**src/rtl/memory_arbiter.sv**
```systemverilog
// memory_arbiter: round-robin sharing of one line-wide memory bus among PORTS cache requesters.
// Define MEM_ARB_WRITE_PRIO_EN to let any pending write beat every read.
module memory_arbiter #(
  parameter int XLEN  = 32,
  parameter int WORDS = 4,
  parameter int PORTS = 2
) (
  input  logic                        clock,
  input  logic                        reset,
  input  logic [PORTS-1:0]            req_read,
  input  logic [PORTS-1:0]            req_write,
  input  logic [PORTS*XLEN-1:0]       req_address,
  input  logic [PORTS*WORDS*XLEN-1:0] req_wdata,
  output logic [WORDS*XLEN-1:0]       req_rdata,
  output logic [PORTS-1:0]            req_ready,
  output logic [PORTS-1:0]            req_done,
  output logic [PORTS-1:0]            grant,
  output logic                        busy,
  output logic                        mem_read,
  output logic                        mem_write,
  output logic [XLEN-1:0]             mem_address,
  output logic [WORDS*XLEN-1:0]       mem_wdata,
  input  logic [WORDS*XLEN-1:0]       mem_rdata,
  input  logic                        mem_ready,
  input  logic                        mem_done
);
  localparam int LW = WORDS*XLEN;
  localparam int AB = $clog2(WORDS)+2;
  localparam int PW = $clog2(PORTS);
  typedef enum logic [1:0] {IDLE, READ, WRITE, RESP} state_t;
  state_t            state_q, state_d;
  logic [PW-1:0]     last_q, last_d, owner_q, owner_d, win;
  logic              wr_q, wr_d, found, win_wr;
  logic [XLEN-1:0]   addr_q, addr_d, sel_addr;
  logic [LW-1:0]     wdata_q, wdata_d, rdata_q, rdata_d;
  logic [PORTS-1:0]  owner_oh;

  function automatic logic [PW-1:0] rr(input logic [PW-1:0] l, input int i);
    return PW'((int'(l) + i) % PORTS);
  endfunction

  // Search starts just after the last winner; write beats read within a port.
  always_comb begin
    found  = 1'b0;
    win    = last_q;
    win_wr = 1'b0;
`ifdef MEM_ARB_WRITE_PRIO_EN
    for (int i = 1; i <= PORTS; i++)
      if (!found && req_write[rr(last_q, i)]) begin
        found  = 1'b1;
        win    = rr(last_q, i);
        win_wr = 1'b1;
      end
`endif
    for (int i = 1; i <= PORTS; i++)
      if (!found && (req_read[rr(last_q, i)] || req_write[rr(last_q, i)])) begin
        found  = 1'b1;
        win    = rr(last_q, i);
        win_wr = req_write[rr(last_q, i)];
      end
    sel_addr = req_address[int'(win)*XLEN +: XLEN];
  end

  always_comb begin
    state_d = state_q;
    last_d  = last_q;
    owner_d = owner_q;
    wr_d    = wr_q;
    addr_d  = addr_q;
    wdata_d = wdata_q;
    rdata_d = rdata_q;
    case (state_q)
      IDLE: if (found) begin
        state_d = win_wr ? WRITE : READ;
        last_d  = win;
        owner_d = win;
        wr_d    = win_wr;
        addr_d  = sel_addr & ~{{(XLEN-AB){1'b0}}, {AB{1'b1}}};
        wdata_d = win_wr ? req_wdata[int'(win)*LW +: LW] : wdata_q;
      end
      READ: if (mem_ready) begin
        state_d = RESP;
        rdata_d = mem_rdata;
      end
      WRITE:   state_d = mem_done ? RESP : WRITE;
      default: state_d = IDLE;
    endcase
  end

  always_ff @(posedge clock or negedge reset) begin
    if (!reset) begin
      state_q <= IDLE;
      last_q  <= PW'(PORTS-1);
      owner_q <= '0;
      wr_q    <= 1'b0;
      addr_q  <= '0;
      wdata_q <= '0;
      rdata_q <= '0;
    end else begin
      state_q <= state_d;
      last_q  <= last_d;
      owner_q <= owner_d;
      wr_q    <= wr_d;
      addr_q  <= addr_d;
      wdata_q <= wdata_d;
      rdata_q <= rdata_d;
    end
  end

  assign owner_oh    = {{(PORTS-1){1'b0}}, 1'b1} << owner_q;
  assign busy        = state_q != IDLE;
  assign grant       = busy ? owner_oh : '0;
  assign mem_read    = state_q == READ;
  assign mem_write   = state_q == WRITE;
  assign req_ready   = (state_q == RESP && !wr_q) ? owner_oh : '0;
  assign req_done    = (state_q == RESP && wr_q) ? owner_oh : '0;
  assign mem_address = addr_q;
  assign mem_wdata   = wdata_q;
  assign req_rdata   = rdata_q;
endmodule

```
**config.mk**
```make
export PLATFORM = sky130hd
export DESIGN_NAME = memory_arbiter
export DESIGN_NICKNAME = d
export VERILOG_FILES = /design/src/rtl/memory_arbiter.sv
export SDC_FILE = /design/constraint.sdc
export NUM_CORES = 1
export LEC_CHECK = 0
export BUFFER_PORTS_ARGS = -buffer_cell sky130_fd_sc_hd__buf_2
export CORE_AREA = 8 8 289 291
export DETAILED_ROUTE_END_ITERATION = 10
export DIE_AREA = 0 0 297 299
export SLEW_MARGIN = 5
export SYNTH_ARGS = -nofsm -noshare
export SYNTH_HDL_FRONTEND = slang
export SYNTH_SLANG_ARGS = --single-unit
```
**constraint.sdc**
```tcl
create_clock -name clock -period 2.2 [get_ports clock]
set_input_delay 0.44 -clock clock [delete_from_list [all_inputs] [get_ports clock]]
set_output_delay 0.44 -clock clock [all_outputs]
set_load 0.005 [all_outputs]
```
==> results of run 1 <==
[final timing paths]
check / endpoint / cells after the start
max: grant[1] / 5
min in group asynchronous: mem_wdata[121] / 2
min: req_rdata[99] / 2
max in group asynchronous: mem_wdata[93] / 3
min reg2reg: mem_wdata[75] / 2
max reg2reg: req_rdata[93] / 5
[power groups by stage]
stage          Clock (mW)  Combinational (mW)  Sequential (mW)
5_1_grt              6.07                12.3             9.69
4_1_cts              5.89                11.5             9.38
3_3_place_gp            0                11.3             9.32
2_1_floorplan           0                5.33             9.56
3_5_place_dp            0                11.4             9.42
6_report             5.58                11.1             9.35
[metrics by stage]
| step | setup TNS (ns) | power, mW | instances |
|---|---|---|---|
| 3_3_place_gp | 0 | 20.6 | 2778 |
| 3_5_place_dp | 0 | 20.9 | 2778 |
| 2_1_floorplan | 0 | 14.9 | 996 |
| 5_1_grt | -0.100 | 28.1 | 2843 |
| 4_1_cts | -0.0298 | 26.7 | 2843 |
| 6_report | 0 | 26.0 | 2849 |
[registers in the layout (all words and copies together) (netlist names)]
signal and count:
state_q 2, mem_wdata 128, mem_address 28, wr_q 1, last_q 1, req_rdata 128
owner_q 1
[kinds of logic after synthesis]
kind of cell / Yosys count / synth area share [%]
AO/OA/AOI/OAI: 167 / 7.08
adder cells (fa/ha/maj): 5 / 0.510
other: 1 / 0.0305
buffers and inverters: 74 / 3.49
flip-flops: 289 / 58.9
multiplexers: 284 / 24.5
AND/OR/NAND/NOR: 173 / 5.50
[worst register-to-register path, delay by kind of cell (launching register included)]
kind | cells | cell delay [ns]
fa+ha+maj | 1 | 0.27
simple gates | 1 | 0.39
mux | 1 | 0.35
flops | 1 | 0.43
buf+inv | 2 | 0.48
[final cells by class]
class	instances	area (sq um)
tap	1050	1310
fill	8481	59900
clock inverter	12	114
timing repair buffer	804	4380
sequential	289	7230
clock buffer	51	976
multi-input combinational	633	4670
antenna	6	15.0
inverter	4	15.0
[metal layers]
metal / vias to the layer above / global-route usage (%) / wire, um / share of wire (%)
met1: 4876 / 13.3 / 21200 / 38
met5: - / 0 / 22 / 0.039
met4: 4 / 2.56 / 1230 / 2.2
li1: 4992 / - / - / -
met2: 526 / 21.0 / 27300 / 49
met3: 94 / 5.90 / 6420 / 11
[cell usage in the layout (no fill, tap or decap), types with 4 or more instances in the layout]
cell type | synthesis | layout
clkbuf_8 | 0 | 4
inv_1 | 4 | 4
clkbuf_16 | 0 | 35
nand2_1 | 162 | 161
clkbuf_1 | 14 | 12
o21ai_1 | 159 | 159
inv_6 | 0 | 5
mux2i_1 | 156 | 156
mux2_2 | 128 | 128
buf_2 | 30 | 739
buf_12 | 0 | 15
conb_1 | 1 | 4
diode_2 | 0 | 6
buf_4 | 18 | 48
dfrtp_1 | 288 | 287
[timing repair]
| action | CTS | global route |
|---|---|---|
| gates resized for setup | 3 | 1 |
| setup buffers | 1 | 0 |
| hold buffers | 1 | 0 |
| endpoints found under the hold margin | 37 | 0 |
| setup endpoints to repair | 5 | 4 |
==> metrics, run 1 <==
status=complete, no violations; detailed-route vias per instance=3.68; via count=10500; number of flops mapped to enable cells by yosys=0; sequential share of power=35.9%; final hold viol count=0; wire length per cell=19.7 um; Nets=2228; unrepaired setup endpoints after global routing=true; Util after Layout=23.8%; Psw=9.42 mW; Yosys top cell by area=dfrtp_1; Rows=103; Final Slew Violations=0; Yosys reg bits=289; CP startpoint kind=register; Netlist Area Pre-Place=12300 sq um; Max FO, Critical Path=5; Buf/Inv on CP=3; library cells used by synthesis=30; CP max stage cell=dfrtp_1; slowest stage delay, CP=0.42 ns; clk buf depth=3; largest net degree at the start of global routing=62; Final Cycle Share=97.7%; clk root buf=clkbuf_16; Port Buf Inserts=740; final wirelength=56200 um; clk_skew=0.0102 ns; vias in the first global route=11300; Starting Density=15.6%; cell breakdown of the critical path=inv_1 -> ha_4 -> buf_4 -> nor2b_1 -> buf_2; internal power=16.6 mW; reg2reg start=state_q[0]; synth top area cells=dfrtp_1 59%, mux2i_1 13%, mux2_2 12%; Layout area overhead=52.5%; register area share after synthesis=58.9%; global-route wire length before repair=80000 um; Peak Freq=465 MHz; Post-synth top cells=288 x dfrtp_1, 162 x nand2_1, 159 x o21ai_1; ANT nets after route=0; final setup fails=0; top_reg_cell synth=dfrtp_1; Worst Slack Setup Final=0.0499 ns; Yosys top cell area share=58.7%; CP Class=register to output pin; Initial DRC Count=304; Die ar.=88800 sq um; worst min-delay path class=input port to register; Pwr Density=1390 nW/um^2; minimum clock period=2.15 ns; CP delay by family, top=flip-flops; post-route cell area=18700 sq um; Die W=297 um; DP Worst Slack=0.232 ns; Crit. End Element=output pin; cts bufs inserted=35; H-tree levels=2; DP Area=17600 sq um; gr usage total=12.1%; layout cells sized above 1=55.2%; Rel. slew slack=62.7%; Mapped Cells=993; Synth Warn #=0; worst setup path startpoint=state_q[0]; WHS=0.137 ns; peak supply drop=0.697 mV; CP Data Arrival Time=1.71 ns; reg2reg setup slack=0.17 ns; Worst-path clk slew=0.06 ns; # Max-Cap Violations=0; core outline area=78600 sq um; grt ovf=0; sw frac=36.2%; Comb power frac=42.6%; Clock Latency Late Sink=0.54 ns; Synth Area per Inst=12.4 sq um; CP required=1.76 ns; asr flop ratio synth=100%; Routability Congestion=0.828; Slew @ Worst Pin=0.559 ns; most common cell in the netlist=dfrtp_1; Die Y-Extent=299 um; drt drc=0; HP Start=mem_rdata[99]; clock power share=21.5%; leakage power=9.56 nW; TritonCTS clock tree=done; I/O pins=753; initial antenna violation count=27; clk sink count=289; Post-DP HPWL=47300 um; DR pass1 iterations=4
Note: power is estimated with default switching activity, not from simulation.
==> run 2, diff against run 1 <==
ABC_AREA = 1   (was not set)
CORE_AREA = 8 8 290 292   (was 8 8 289 291)
DIE_AREA = 0 0 298 300   (was 0 0 297 299)
clock period = 2.3 ns   (was 2.2 ns; I/O delays follow)
==> run 2 against run 1 <==
Largest power group unchanged. First-iteration DRC count is 110% higher. Core utilization up 1.8 points. Largest cell class unchanged. Critical path type unchanged. Critical path depth decreased by 1. Highest routed layer unchanged.
==> metrics, run 2 <==
status=complete, no violations (unchanged); gr usage total=12.1% (about the same); Initial DRC Count=637 (was 304); Worst-path clk slew=0.06 ns (about the same); global-route wire length before repair=84700 um (was 80000 um); synth top area cells=dfrtp_1 51%, nand2_1 13%, nand3_1 11% (was dfrtp_1 59%, mux2i_1 13%, mux2_2 12%); library cells used by synthesis=21 (was 30); Total Negative Setup Slacks=0 ns (unchanged); Yosys top cell by area=dfrtp_1 (unchanged); CP required=1.84 ns (was 1.76 ns); post-route cell area=20400 sq um (was 18700 sq um); Post-synth top cells=489 x nand2_1, 323 x inv_1, 316 x nand3_1 (was 288 x dfrtp_1, 162 x nand2_1, 159 x o21ai_1); clk buf depth=3 (unchanged); Routability Congestion=0.863 (was 0.828); number of flops mapped to enable cells by yosys=0 (unchanged); Yosys reg bits=289 (unchanged); Final Slew Violations=0 (unchanged); Util after Layout=25.6% (was 23.8%); register area share after synthesis=51.4% (was 58.9%); FF+latch area=7230 sq um (about the same); Post CTS Setup Buffer Count=0 (was 1); initial antenna violation count=12 (was 27); Synth Area per Inst=8.38 sq um (was 12.4 sq um); Layout area overhead=45.0% (was 52.5%); CP startpoint kind=register (unchanged); Nets=2867 (was 2228); unrepaired setup endpoints after global routing=false (was true); core outline area=79600 sq um (was 78600 sq um); vias in the first global route=13600 (was 11300); Crit. End Element=output pin (unchanged); Die ar.=89400 sq um (was 88800 sq um); CP Data Arrival Time=1.69 ns (was 1.71 ns); layout cells sized above 1=40.5% (was 55.2%); reg2reg setup slack=0.19 ns (was 0.17 ns); Rows=104 (was 103); peak supply drop=0.717 mV (was 0.697 mV); DR pass1 iterations=5 (was 4); Max FO, Critical Path=7 (was 5); via count=13600 (was 10500); clk root buf=clkbuf_16 (unchanged); asr flop ratio synth=100% (unchanged); Post-DP HPWL=45300 um (was 47300 um); final setup fails=0 (unchanged); Clock Latency Late Sink=0.54 ns (about the same); largest net degree at the start of global routing=94 (was 62); # Max-Cap Violations=0 (unchanged); DP Area=19300 sq um (was 17600 sq um); top_reg_cell synth=dfrtp_1 (unchanged); clk sink count=289 (unchanged); drt drc=0 (unchanged); Final Cycle Share=93.7%; most common cell in the netlist=nand2_1 (was dfrtp_1); Peak Freq=464 MHz; H-tree levels=2 (unchanged); I/O pins=753 (unchanged); ANT nets after route=0 (unchanged); Netlist Area Pre-Place=14100 sq um (was 12300 sq um); Starting Density=17.7% (was 15.6%); Synth Warn #=0 (unchanged); final hold viol count=0 (unchanged); grt ovf=0 (unchanged); CP Class=register to output pin (unchanged); Yosys top cell area share=51.2% (was 58.7%); worst setup path startpoint=state_q[0] (unchanged); Pwr Density=1370 nW/um^2 (was 1390 nW/um^2); detailed-route vias per instance=3.88 (was 3.68); area of the multi-input gates=5090 sq um (was 4670 sq um); minimum clock period=2.15 ns; Rel. slew slack=64.5% (was 62.7%); Mapped Cells=1679 (was 993); Die Y-Extent=300 um (was 299 um); reg2reg start=last_q (was state_q[0]); cts bufs inserted=36 (was 35); Port Buf Inserts=740 (unchanged); TritonCTS clock tree=done (unchanged); clk_skew=0.0235 ns (was 0.0102 ns); worst min-delay path class=input port to register (unchanged); most common cell after layout, fill and taps aside=buf_2 (unchanged); leakage power=11.8 nW (was 9.56 nW); wire length per cell=16.5 um (was 19.7 um); Slew @ Worst Pin=0.532 ns (was 0.559 ns); HP Start=mem_rdata[49] (was mem_rdata[99]); FILL cells=8756 (was 8481); most frequent cells in the layout=739 x buf_2, 487 x nand2_1, 322 x inv_1 (was 739 x buf_2, 287 x dfrtp_1, 161 x nand2_1); Pwr Total=27.9 mW (was 26.0 mW); final wirelength=57700 um (was 56200 um); Die W=298 um (was 297 um)
-- run 2: cell families after synthesis --
| family | Yosys count | share of synthesized area (%) |
|---|---|---|
| mux | 128 | 10.2 |
| simple gates | 817 | 24.7 |
| compound gates | 10 | 0.462 |
| buf+inv | 429 | 12.7 |
| fa+ha+maj | 5 | 0.444 |
| other cells | 1 | 0.0266 |
| flops | 289 | 51.4 |
-- run 2: per-stage QoR --
| stage | std cells | hold slack (ns) | setup slack, ns |
|---|---|---|---|
| finish | 3495 | 0.147 | 0.145 |
| global route | 3494 | 0.100 | 0.0333 |
| CTS | 3491 | 0.0995 | 0.0805 |
| detailed placement | 3427 | 0.410 | 0.187 |
| global placement | 3427 | 0.407 | 0.205 |
| floorplan | 1682 | 0.164 | 0.510 |
-- run 2: critical path, cell delays in order, from the launching register on --
cell	delay, ns
dfrtp_1	0.43
inv_1	0.10
ha_2	0.27
nor2_1	0.22
buf_2	0.16
-- run 2: repair_timing --
action                                  in CTS  in global routing
gates resized for setup                      1                  0
endpoints found under the setup margin       2                  0
endpoints found under the hold margin       32                  0
hold buffers                                 1                  0
-- run 2: path summary, 6_finish.rpt --
check / endpoint / cells after the start
setup / recovery: grant[0] / 4
hold / removal: req_rdata[49] / 2
setup reg to reg: mem_wdata[120] / 10
hold reg to reg: mem_wdata[31] / 2
max in group asynchronous: req_rdata[12] / 3
min in group asynchronous: req_rdata[93] / 2
-- run 2: area by class of cell --
class                      count  share of cell area [%]
antenna                        4                  0.0490
clock buffer                  50                    4.92
clock inverter                13                   0.650
inverter                     326                    6.01
multi-input combinational    964                    25.0
sequential                   289                    35.4
tap                         1060                    6.50
timing repair buffer         789                    21.5
-- run 2: report_power, final --
part	switching, mW	internal [mW]	total (mW)	leakage [nW]
Clock	2.29	3.28	5.56	0.561
Sequential	1.47	7.73	9.20	3.49
Combinational	7.54	5.59	13.1	7.77
-- run 2: metal layers --
metal | routed length (um) | global-route usage [%] | vias up
li1 | - | - | 6599
met1 | 23400 | 14.4 | 6344
met2 | 27500 | 19.9 | 494
met3 | 4770 | 4.52 | 107
met4 | 1940 | 4.41 | 8
met5 | 50 | 0 | -
